$ cat src/rtl/ps_bridge_pkg.sv
// Shared types and helpers for the AXI-Lite to ps_if bridge.
package ps_bridge_pkg;
  localparam logic [1:0] RESP_OKAY   = 2'b00;
  localparam logic [1:0] RESP_SLVERR = 2'b10;

  typedef enum logic [1:0] {W_IDLE, W_ISSUE, W_WAIT, W_RESP} w_state_t;
  typedef enum logic [1:0] {R_IDLE, R_ISSUE, R_RESP} r_state_t;

  // Byte address is in range when nothing above the word-address field is set.
  function automatic logic in_range(input logic [63:0] addr, input int ps_aw);
    return (addr >> (ps_aw + 2)) == 64'd0;
  endfunction
endpackage

$ cat src/rtl/ps_if.sv
// Register-file access port: one write channel (w/b) and one read channel (ar/r).
interface ps_if #(parameter int ADDR_WIDTH = 4);
  logic [ADDR_WIDTH-1:0] waddr, raddr;
  logic [31:0]           wdata, rdata;
  logic                  wvalid, wready, bvalid;
  logic                  arvalid, aready, rvalid;

  modport master(output waddr, wdata, wvalid, raddr, arvalid,
                 input  wready, bvalid, aready, rvalid, rdata);
  modport slave (input  waddr, wdata, wvalid, raddr, arvalid,
                 output wready, bvalid, aready, rvalid, rdata);
endinterface

$ cat src/rtl/ps_timeout_ctr.sv
// Wait counter: cleared outside the waiting state, flags expiry on the last counted cycle.
module ps_timeout_ctr #(
  parameter int LIMIT = 16
) (
  input  logic clk,
  input  logic rst_n,
  input  logic clr,
  input  logic en,
  output logic expired
);
  localparam int CW = $clog2(LIMIT + 1);
  logic [CW-1:0] cnt;

  always_ff @(posedge clk or negedge rst_n) begin
    if (!rst_n)   cnt <= '0;
    else if (clr) cnt <= '0;
    else if (en)  cnt <= cnt + 1'b1;
  end

  assign expired = en && (cnt == CW'(LIMIT - 1));
endmodule

$ cat src/rtl/axil_ps_bridge.sv
// AXI4-Lite slave to ps_if master; independent write and read FSMs, one outstanding each.
module axil_ps_bridge
  import ps_bridge_pkg::*;
#(
  parameter int AXI_ADDR_WIDTH = 32,
  parameter int TIMEOUT_CYCLES = 16
) (
  input  logic                      clk,
  input  logic                      rst_n,
  input  logic [AXI_ADDR_WIDTH-1:0] s_axil_awaddr,
  input  logic                      s_axil_awvalid,
  output logic                      s_axil_awready,
  input  logic [31:0]               s_axil_wdata,
  input  logic [3:0]                s_axil_wstrb,
  input  logic                      s_axil_wvalid,
  output logic                      s_axil_wready,
  output logic [1:0]                s_axil_bresp,
  output logic                      s_axil_bvalid,
  input  logic                      s_axil_bready,
  input  logic [AXI_ADDR_WIDTH-1:0] s_axil_araddr,
  input  logic                      s_axil_arvalid,
  output logic                      s_axil_arready,
  output logic [31:0]               s_axil_rdata,
  output logic [1:0]                s_axil_rresp,
  output logic                      s_axil_rvalid,
  input  logic                      s_axil_rready,
  ps_if.master                      ps_o
);
  localparam int PS_ADDR_WIDTH = $bits(ps_o.waddr);

  w_state_t w_state, w_nxt;
  r_state_t r_state, r_nxt;
  logic live;
  logic aw_held, w_held, aw_ok_q, strb_ok_q;
  logic aw_hs, w_hs, aw_ok_c, strb_ok_c, b_set, b_err, w_expired;
  logic [PS_ADDR_WIDTH-1:0] waddr_q, raddr_q;
  logic [31:0] wdata_q, rdata_q;
  logic [1:0]  bresp_q, rresp_q;
  logic r_set, r_err, r_expired, rd_done;

  // Readies stay low through reset and the first cycle after it.
  assign s_axil_awready = live && (w_state == W_IDLE) && !aw_held;
  assign s_axil_wready  = live && (w_state == W_IDLE) && !w_held;
  assign s_axil_bvalid  = (w_state == W_RESP);
  assign s_axil_bresp   = bresp_q;
  assign s_axil_arready = live && (r_state == R_IDLE);
  assign s_axil_rvalid  = (r_state == R_RESP);
  assign s_axil_rresp   = rresp_q;
  assign s_axil_rdata   = rdata_q;

  assign ps_o.wvalid  = (w_state == W_ISSUE);
  assign ps_o.waddr   = waddr_q;
  assign ps_o.wdata   = wdata_q;
  assign ps_o.arvalid = (r_state == R_ISSUE);
  assign ps_o.raddr   = raddr_q;

  assign aw_hs     = s_axil_awvalid && s_axil_awready;
  assign w_hs      = s_axil_wvalid && s_axil_wready;
  assign aw_ok_c   = aw_held ? aw_ok_q : in_range(64'(s_axil_awaddr), PS_ADDR_WIDTH);
  assign strb_ok_c = w_held ? strb_ok_q : (s_axil_wstrb == 4'hF);
  assign rd_done   = ps_o.aready && ps_o.rvalid;

  ps_timeout_ctr #(.LIMIT(TIMEOUT_CYCLES)) u_w_to (
    .clk(clk), .rst_n(rst_n), .clr(w_state != W_WAIT),
    .en((w_state == W_WAIT) && !ps_o.bvalid), .expired(w_expired));

  ps_timeout_ctr #(.LIMIT(TIMEOUT_CYCLES)) u_r_to (
    .clk(clk), .rst_n(rst_n), .clr(r_state != R_ISSUE),
    .en((r_state == R_ISSUE) && !rd_done), .expired(r_expired));

  always_comb begin
    w_nxt = w_state;
    b_set = 1'b0;
    b_err = 1'b0;
    case (w_state)
      W_IDLE:
        if ((aw_held || aw_hs) && (w_held || w_hs)) begin
          if (aw_ok_c && strb_ok_c) w_nxt = W_ISSUE;
          else begin w_nxt = W_RESP; b_set = 1'b1; b_err = 1'b1; end
        end
      W_ISSUE: if (ps_o.wready) w_nxt = W_WAIT;
      W_WAIT:
        if (ps_o.bvalid) begin w_nxt = W_RESP; b_set = 1'b1; end
        else if (w_expired) begin w_nxt = W_RESP; b_set = 1'b1; b_err = 1'b1; end
      W_RESP:  if (s_axil_bready) w_nxt = W_IDLE;
      default: w_nxt = W_IDLE;
    endcase
  end

  always_comb begin
    r_nxt = r_state;
    r_set = 1'b0;
    r_err = 1'b0;
    case (r_state)
      R_IDLE:
        if (s_axil_arvalid && s_axil_arready) begin
          if (in_range(64'(s_axil_araddr), PS_ADDR_WIDTH)) r_nxt = R_ISSUE;
          else begin r_nxt = R_RESP; r_set = 1'b1; r_err = 1'b1; end
        end
      R_ISSUE:
        if (rd_done) begin r_nxt = R_RESP; r_set = 1'b1; end
        else if (r_expired) begin r_nxt = R_RESP; r_set = 1'b1; r_err = 1'b1; end
      R_RESP:  if (s_axil_rready) r_nxt = R_IDLE;
      default: r_nxt = R_IDLE;
    endcase
  end

  always_ff @(posedge clk or negedge rst_n) begin
    if (!rst_n) begin
      live      <= 1'b0;
      w_state   <= W_IDLE;
      r_state   <= R_IDLE;
      aw_held   <= 1'b0;
      w_held    <= 1'b0;
      aw_ok_q   <= 1'b0;
      strb_ok_q <= 1'b0;
      waddr_q   <= '0;
      wdata_q   <= '0;
      raddr_q   <= '0;
      bresp_q   <= RESP_OKAY;
      rresp_q   <= RESP_OKAY;
      rdata_q   <= '0;
    end else begin
      live    <= 1'b1;
      w_state <= w_nxt;
      r_state <= r_nxt;
      if (aw_hs) begin
        aw_held <= 1'b1;
        aw_ok_q <= aw_ok_c;
        waddr_q <= s_axil_awaddr[PS_ADDR_WIDTH+1:2];
      end
      if (w_hs) begin
        w_held    <= 1'b1;
        strb_ok_q <= strb_ok_c;
        wdata_q   <= s_axil_wdata;
      end
      // Capture flags double as the one-outstanding-write interlock.
      if (w_state == W_RESP && s_axil_bready) begin
        aw_held <= 1'b0;
        w_held  <= 1'b0;
      end
      if (b_set) bresp_q <= b_err ? RESP_SLVERR : RESP_OKAY;
      if (s_axil_arvalid && s_axil_arready) raddr_q <= s_axil_araddr[PS_ADDR_WIDTH+1:2];
      if (r_set) begin
        rresp_q <= r_err ? RESP_SLVERR : RESP_OKAY;
        rdata_q <= r_err ? 32'd0 : ps_o.rdata;
      end
    end
  end
endmodule

$ cat src/flat_wrapper.sv
// flat-port wrapper written by rule: the top's interface ports become plain ports
module axil_ps_bridge_flat import ps_bridge_pkg::*;
#(
  parameter int AXI_ADDR_WIDTH = 32,
  parameter int TIMEOUT_CYCLES = 16
)
  (clk, rst_n, s_axil_awaddr, s_axil_awvalid, s_axil_awready, s_axil_wdata, s_axil_wstrb, s_axil_wvalid, s_axil_wready, s_axil_bresp, s_axil_bvalid, s_axil_bready, s_axil_araddr, s_axil_arvalid, s_axil_arready, s_axil_rdata, s_axil_rresp, s_axil_rvalid, s_axil_rready, ps_o_waddr, ps_o_wdata, ps_o_wvalid, ps_o_raddr, ps_o_arvalid, ps_o_wready, ps_o_bvalid, ps_o_aready, ps_o_rvalid, ps_o_rdata);
  ps_if #(.ADDR_WIDTH(4)) ps_o_i ();
  input  logic clk;
  input  logic rst_n;
  input  logic [AXI_ADDR_WIDTH-1:0] s_axil_awaddr;
  input  logic s_axil_awvalid;
  output logic s_axil_awready;
  input  logic [31:0] s_axil_wdata;
  input  logic [3:0] s_axil_wstrb;
  input  logic s_axil_wvalid;
  output logic s_axil_wready;
  output logic [1:0] s_axil_bresp;
  output logic s_axil_bvalid;
  input  logic s_axil_bready;
  input  logic [AXI_ADDR_WIDTH-1:0] s_axil_araddr;
  input  logic s_axil_arvalid;
  output logic s_axil_arready;
  output logic [31:0] s_axil_rdata;
  output logic [1:0] s_axil_rresp;
  output logic s_axil_rvalid;
  input  logic s_axil_rready;
  output wire logic [$bits(ps_o_i.waddr)-1:0] ps_o_waddr;
  output wire logic [$bits(ps_o_i.wdata)-1:0] ps_o_wdata;
  output wire logic [$bits(ps_o_i.wvalid)-1:0] ps_o_wvalid;
  output wire logic [$bits(ps_o_i.raddr)-1:0] ps_o_raddr;
  output wire logic [$bits(ps_o_i.arvalid)-1:0] ps_o_arvalid;
  input wire logic [$bits(ps_o_i.wready)-1:0] ps_o_wready;
  input wire logic [$bits(ps_o_i.bvalid)-1:0] ps_o_bvalid;
  input wire logic [$bits(ps_o_i.aready)-1:0] ps_o_aready;
  input wire logic [$bits(ps_o_i.rvalid)-1:0] ps_o_rvalid;
  input wire logic [$bits(ps_o_i.rdata)-1:0] ps_o_rdata;
  assign ps_o_waddr = ps_o_i.waddr;
  assign ps_o_wdata = ps_o_i.wdata;
  assign ps_o_wvalid = ps_o_i.wvalid;
  assign ps_o_raddr = ps_o_i.raddr;
  assign ps_o_arvalid = ps_o_i.arvalid;
  assign ps_o_i.wready = ps_o_wready;
  assign ps_o_i.bvalid = ps_o_bvalid;
  assign ps_o_i.aready = ps_o_aready;
  assign ps_o_i.rvalid = ps_o_rvalid;
  assign ps_o_i.rdata = ps_o_rdata;
  axil_ps_bridge #(.AXI_ADDR_WIDTH(AXI_ADDR_WIDTH), .TIMEOUT_CYCLES(TIMEOUT_CYCLES)) u_core (.clk(clk), .rst_n(rst_n), .s_axil_awaddr(s_axil_awaddr), .s_axil_awvalid(s_axil_awvalid), .s_axil_awready(s_axil_awready), .s_axil_wdata(s_axil_wdata), .s_axil_wstrb(s_axil_wstrb), .s_axil_wvalid(s_axil_wvalid), .s_axil_wready(s_axil_wready), .s_axil_bresp(s_axil_bresp), .s_axil_bvalid(s_axil_bvalid), .s_axil_bready(s_axil_bready), .s_axil_araddr(s_axil_araddr), .s_axil_arvalid(s_axil_arvalid), .s_axil_arready(s_axil_arready), .s_axil_rdata(s_axil_rdata), .s_axil_rresp(s_axil_rresp), .s_axil_rvalid(s_axil_rvalid), .s_axil_rready(s_axil_rready), .ps_o(ps_o_i));
endmodule
$ cat config.mk
export PLATFORM = sky130hd
export DESIGN_NAME = axil_ps_bridge_flat
export DESIGN_NICKNAME = d
export VERILOG_FILES = /design/src/rtl/ps_bridge_pkg.sv /design/src/rtl/ps_if.sv /design/src/rtl/ps_timeout_ctr.sv /design/src/rtl/axil_ps_bridge.sv /design/src/flat_wrapper.sv
export SDC_FILE = /design/constraint.sdc
export NUM_CORES = 1
export LEC_CHECK = 0
export CAP_MARGIN = 20
export CORE_ASPECT_RATIO = 0.7
export CORE_MARGIN = 2
export CORE_UTILIZATION = 38
export CTS_BUF_LIST = sky130_fd_sc_hd__clkbuf_16
export DETAILED_ROUTE_END_ITERATION = 7
export PLACE_DENSITY = 0.81
export SYNTH_ARGS = -nofsm -noshare
export SYNTH_HDL_FRONTEND = slang
export SYNTH_SLANG_ARGS = --single-unit
$ cat constraint.sdc
create_clock -name clk -period 2.2 [get_ports clk]
set_input_delay 0.22 -clock clk [delete_from_list [all_inputs] [get_ports clk]]
set_output_delay 0.22 -clock clk [all_outputs]
set_load 0.01 [all_outputs]
# Word level (Yosys, flattened, before mapping)
# Index checks and enable logic that the tools add are counted.
# word_totals
ff_bits	95
in_bits	143
out_inout_bits	83
wordCells	105
# classes
add_sub_neg	2
eq_ne	17
muxes	40
n_reduce_logical	31
# op_table
op	count
$logic_not A64 Y1	2
$mux W32	1
$mux W2	13
$mux W5	4
$mux W1	16
$logic_and A1 B1 Y1	15
$add A5 B1 Y5 const B	2
$eq A5 B4 Y1 const B	2
$ne A2 B1 Y1 const B	4
$pmux W1 S2	4
$pmux W2 S4	1
$reduce_bool A2 Y1	4
$eq A2 B2 Y1 const B	3
$ne A2 B2 Y1 const B	3
$pmux W2 S3	1
$eq A2 B1 Y1 const B	2
$eq A4 B4 Y1 const B	1
$logic_not A1 Y1	4
$logic_not A2 Y1	2
$reduce_and A4 Y1	1
$ne A3 B1 Y1 const B	1
$ne A3 B3 Y1 const B	1
$reduce_and A3 Y1	1
$logic_or A1 B1 Y1	2

# Longest topological paths before layout
# Gate-level depths: netlist (run 1).
# depth
depth_word	9
depth_mapped	8
ltp_nobuf	7

# Modules after synthesis
# Synthesis (run 1) repeated with hierarchy kept, for this count alone.
# unflattened
hier_cells	297
hier_area_um2	3956.3
# by_module_without_submodules
mod	n_inst	cells_per_inst	area_each_um2	seq_area_each_um2
axil_ps_bridge	1	249	3385.7	2077.0
ps_timeout_ctr	2	24	285.3	125.1

# Least setup slack after synthesis (run 1)
# No wires, ideal clock.
# synth_path
kind	register to register
start	reg u_core.w_state[0]
end	reg u_core.wdata_q[0], in the netlist u_core.ps_o.wdata[0]
setup_ps	125
arrival_time_ps	1610
required_ps	2075
path_slack_ps	465
stages_incl_launch_ff	8
n_path_buf	1
period_less_slack_ps	1735
cell_sequence	dfrtp_1 inv_1 ha_1 nand2_1 nor2_1 nand2_1 buf_2 mux2_2
# synth_via
elab_chain_cells	4
# synth_lines
item	line	source
start, declared	axil_ps_bridge.sv:31	w_state_t w_state, w_nxt;
start signal, assigned	axil_ps_bridge.sv:125	w_state <= w_nxt;
$logic_not A2 Y1	axil_ps_bridge.sv:43	assign s_axil_wready = live && (w_state == W_IDLE) && !w_held;
$logic_and A1 B1 Y1 (2 in a row)	axil_ps_bridge.sv:43	
via s_axil_wready	flat_wrapper.sv:17	output logic s_axil_wready;
$logic_and A1 B1 Y1	axil_ps_bridge.sv:58	assign w_hs = s_axil_wvalid && s_axil_wready;
end signal, assigned	axil_ps_bridge.sv:135	wdata_q <= s_axil_wdata;
end, declared	axil_ps_bridge.sv:37	logic [31:0] wdata_q, rdata_q;
# The timed path passes the listed nets, and every way through them passes these cells.
# A chain may end at the register's enable or synchronous reset.

# Final worst setup path (run 1)
# layout_path
start	reg u_core.r_state[1]
end	out ps_o_arvalid
# layout_via
elab_chain_cells	1
# layout_lines
item	line	source
start, declared	axil_ps_bridge.sv:32	r_state_t r_state, r_nxt;
start signal, assigned	axil_ps_bridge.sv:126	r_state <= r_nxt;
$eq A2 B1 Y1	axil_ps_bridge.sv:54	assign ps_o.arvalid = (r_state == R_ISSUE);
end, declared	flat_wrapper.sv:32	output wire logic [$bits(ps_o_i.arvalid)-1:0] ps_o_arvalid;
# No other way between the ends.

==> results of run 1 <==
==> final cells by class <==
cell class | instances | area (sq um)
multi-input cells | 175 | 1390
fillers | 760 | 3290
flip-flops and latches | 93 | 2330
clock inverters | 7 | 51.3
clock buffers | 9 | 225
repair buffers | 225 | 2280
well taps | 128 | 160
inverters | 9 | 33.8
==> layout by cell type, fill, tap and decap left out, types with 2 or more instances in the layout <==
cell             count
nand2b_1             3
and3_1               2
xnor2_1              4
buf_4                3
xor2_1               2
nor4_1              12
a21oi_1              8
mux2i_1              2
inv_6                2
dfrtp_1             93
a22o_1              33
clkinv_4             2
buf_12               3
nand2_1             12
dlymetal6s2s_1       2
conb_1               3
ha_1                 8
and2_1               5
a31oi_1              3
nor2_1              12
nand3_1              3
o21ai_0              5
nand4_1              4
mux2_2              42
inv_1               10
clkbuf_16            9
clkdlybuf4s50_1    216
==> worst min-delay path by stage <==
| stage | startpoint | endpoint | slack, ns | cells past startpoint |
|---|---|---|---|---|
| final | rst_n | u_core.ps_o.wdata[0]$_DFFE_PN0P_ | 0.42 | 2 |
| after global routing | rst_n | u_core.ps_o.wdata[0]$_DFFE_PN0P_ | 0.45 | 2 |
| after CTS | rst_n | u_core.ps_o.wdata[0]$_DFFE_PN0P_ | 0.42 | 2 |
| after detailed placement | rst_n | u_core.ps_o.wdata[0]$_DFFE_PN0P_ | 0.23 | 1 |
| after global placement | rst_n | u_core.ps_o.wdata[0]$_DFFE_PN0P_ | 0.22 | 1 |
| after floorplan | rst_n | u_core.aw_held$_DFFE_PN0P_ | -0.08 | 0 |
==> metal layers <==
| layer | vias to the layer above | GRT usage, % |
|---|---|---|
| met3 | 4 | 6.89 |
| met5 | - | 0 |
| met4 | 0 | 3.68 |
| met2 | 116 | 32.5 |
| li1 | 1489 | - |
| met1 | 1484 | 23.6 |
==> kinds of logic (layout without fill, tap and decap cells) <==
kind of cell,after synthesis,count (layout),synth area share (%)
DFF,93,93,60.4
and+or+nand+nor,58,58,7.89
AOI/OAI and AO/OA,55,55,10.8
muxes,44,44,12.8
buffers and inverters,24,250,3.64
adders and majority gates,9,9,2.92
xor gates and xnor gates,6,6,1.36
other,2,3,0.195
==> worst register-to-register path: stages (launching register included) <==
cell	delay (ns)
dfrtp_1	0.41
ha_1	0.21
and3_1	0.18
ha_1	0.19
a21oi_1	0.18
o21a_1	0.20
buf_12	0.19
a22o_1	0.19
==> state kept, by name, summed over array words and instances (netlist names), 2 cells and up <==
signal,cells
u_core.ps_o.wdata,32
u_core.s_axil_rdata,32
u_core.u_r_to.cnt,5
u_core.u_w_to.cnt,5
u_core.ps_o.raddr,4
u_core.ps_o.waddr,4
u_core.r_state,2
u_core.w_state,2
==> stage by stage <==
step	cells	area, sq um	power [mW]	hold WS [ns]
floorplan	292	3860	3.18	-0.0756
global placement	629	6180	4.32	0.220
detailed placement	629	6180	4.40	0.230
CTS	646	6460	5.84	0.420
global route	646	6470	6.10	0.450
finish	646	6470	5.76	0.416
==> power groups by stage <==
stage	registers (mW)	clock network, mW	logic (mW)
floorplan	2.51	0	0.677
global placement	2.34	0	1.97
detailed placement	2.38	0	2.03
CTS	2.35	1.46	2.04
global route	2.40	1.53	2.17
finish	2.34	1.41	2.01
==> repair_timing <==
item	in CTS	in global routing
hold endpoints to repair	39	0
hold buffers	1	0
endpoints found under the setup margin	0	2
resized for setup	0	3
==> metrics, run 1 <==
width of the chip=124 um; CP peak stage delay=between 0.5 and 0.6 ns; CTS tree=done; status=completed; Distinct cells, synth=34; crit start category=register; met1 wire length=4500 um; Avg Inst Size Synth=approximately 13 sq um; endpoints failing setup=0; Slew Limit Fails=0; Vias/cell=4.79; end of the critical path=ps_o_arvalid; largest net degree at the start of global routing=between 50 and 60; Synth async-reset ratio=100%; Reg power frac=roughly 41%; Comb power frac=a little over a third; CP Launch Point=u_core.r_state[1]$_DFFE_PN0P_; YS warnings=0; setup_tns=0 ns; Synth Instances=roughly 290; post-route ant nets=0; GRT Residual Overflow=0; Post-synth EDFFs=0; DRT Pass-1 Iters=4; Seq/Total Area, Yosys=roughly 60%; VDD IR max=439 uV; final hold violations=0; RSZ-0062 raised after global routing=false; Worst R2R Setup Slack=about 0.37 ns; Critical Path Sink Type=output port; first-pass GRT wire length=~17000 um; Final period util=about nine tenths; max_slew headroom=around two thirds; Cell Int Power=a little over 4 mW; P per Cell Area=around 900 mW/mm^2; GRT Total Usage=between 10% and 20%; Post-Route WL=~10000 um; worst setup margin=approximately 0.26 ns; most frequent cell after synthesis=dfrtp_1; vias in the first global route=roughly 3.3k; maximum clock insertion buffer count=2; Top Layer Used=met4; Max-cap violations=0; Slew @ Worst Pin=roughly 0.52 ns; Hold Path Class=in2async; WL met3=between 700 and 800 um; CTS root buf=clkbuf_16; # diodes=0; TritonCTS Buffers=9; Commonest cells post-synth=dfrtp_1, mux2_2, a22o_1; Sink Count=93; FP Rows=30; Max H-tree Level=3; total number of vias=approximately 3.1k; I/O pin total=between 200 and 250; Clk pwr share=24.5%; Slowest-stage cell, CP=clkdlybuf4s50_1; Worst Skew=just over 0.006 ns; synthesized area=between 0.003 and 0.004 sq mm; fmax=a little over 500 MHz; metal2 WL=approximately 5000 um; layout cells sized above 1=12.9%; dpl ws=about 0.25 ns; WP data arrival=around 1.7 ns; Die ar.=~0.011 sq mm; clock latency on the worst-skew pair=between 0.3 and 0.4 ns; Post-CTS Setup Bufs=0; Buffers on Ports=approximately 220; crit path max fanout=8; WL/cell=15.8 um; Die H=around 90 um; leakage power=between 2 and 3 nW; Final Util=about 66%; critical-path cell list=nand2b_1 > inv_1 > clkdlybuf4s50_1; DRC viols=0; Reg2Reg Depth=7; Yosys reg bits=93; synth top area cells=dfrtp_1, mux2_2, a22o_1; P&R area growth vs syn=68.0%; CP bufs+invs=2; critical path type=reg2out; initial core utilization=just under 40%; CP Depth=3; Synth Flop Type=dfrtp_1; leading area contributor after synthesis=dfrtp_1; worst r2r src=u_core.u_r_to.cnt[0]$_DFFE_PN0P_; Final min period=1.94 ns; Data required, critical path=~2 ns; HPWL after DPL=7990 um; Synth top area share=60.4%; Sw Pwr=approximately 1.6 mW; DR iter-0 viols=53; switching share of power=roughly 28%; GPL Wtd Cong=a little over 0.8; antenna violations before repair=0; CP delay by family, top=buffers and inverters; CTS clk-pin slew, worst paths=~0.07 ns; Core Box Area=approximately 0.0098 sq mm; fin nets=between 600 and 700; r2r endpoint=u_core.s_axil_rdata[13]$_DFFE_PN0P_
Note: power is estimated with default switching activity, not from simulation.
==> inputs of run 2 (changes only) <==
- SKIP_LAST_GASP: not set -> 1
==> results of run 2 <==
Final layout, timing and power as in run 1 (identical DEF).
==> inputs of run 3 (changes only) <==
- SLEW_MARGIN: not set -> 40
==> results of run 3 <==
Final layout, timing and power as in run 1 (identical DEF).
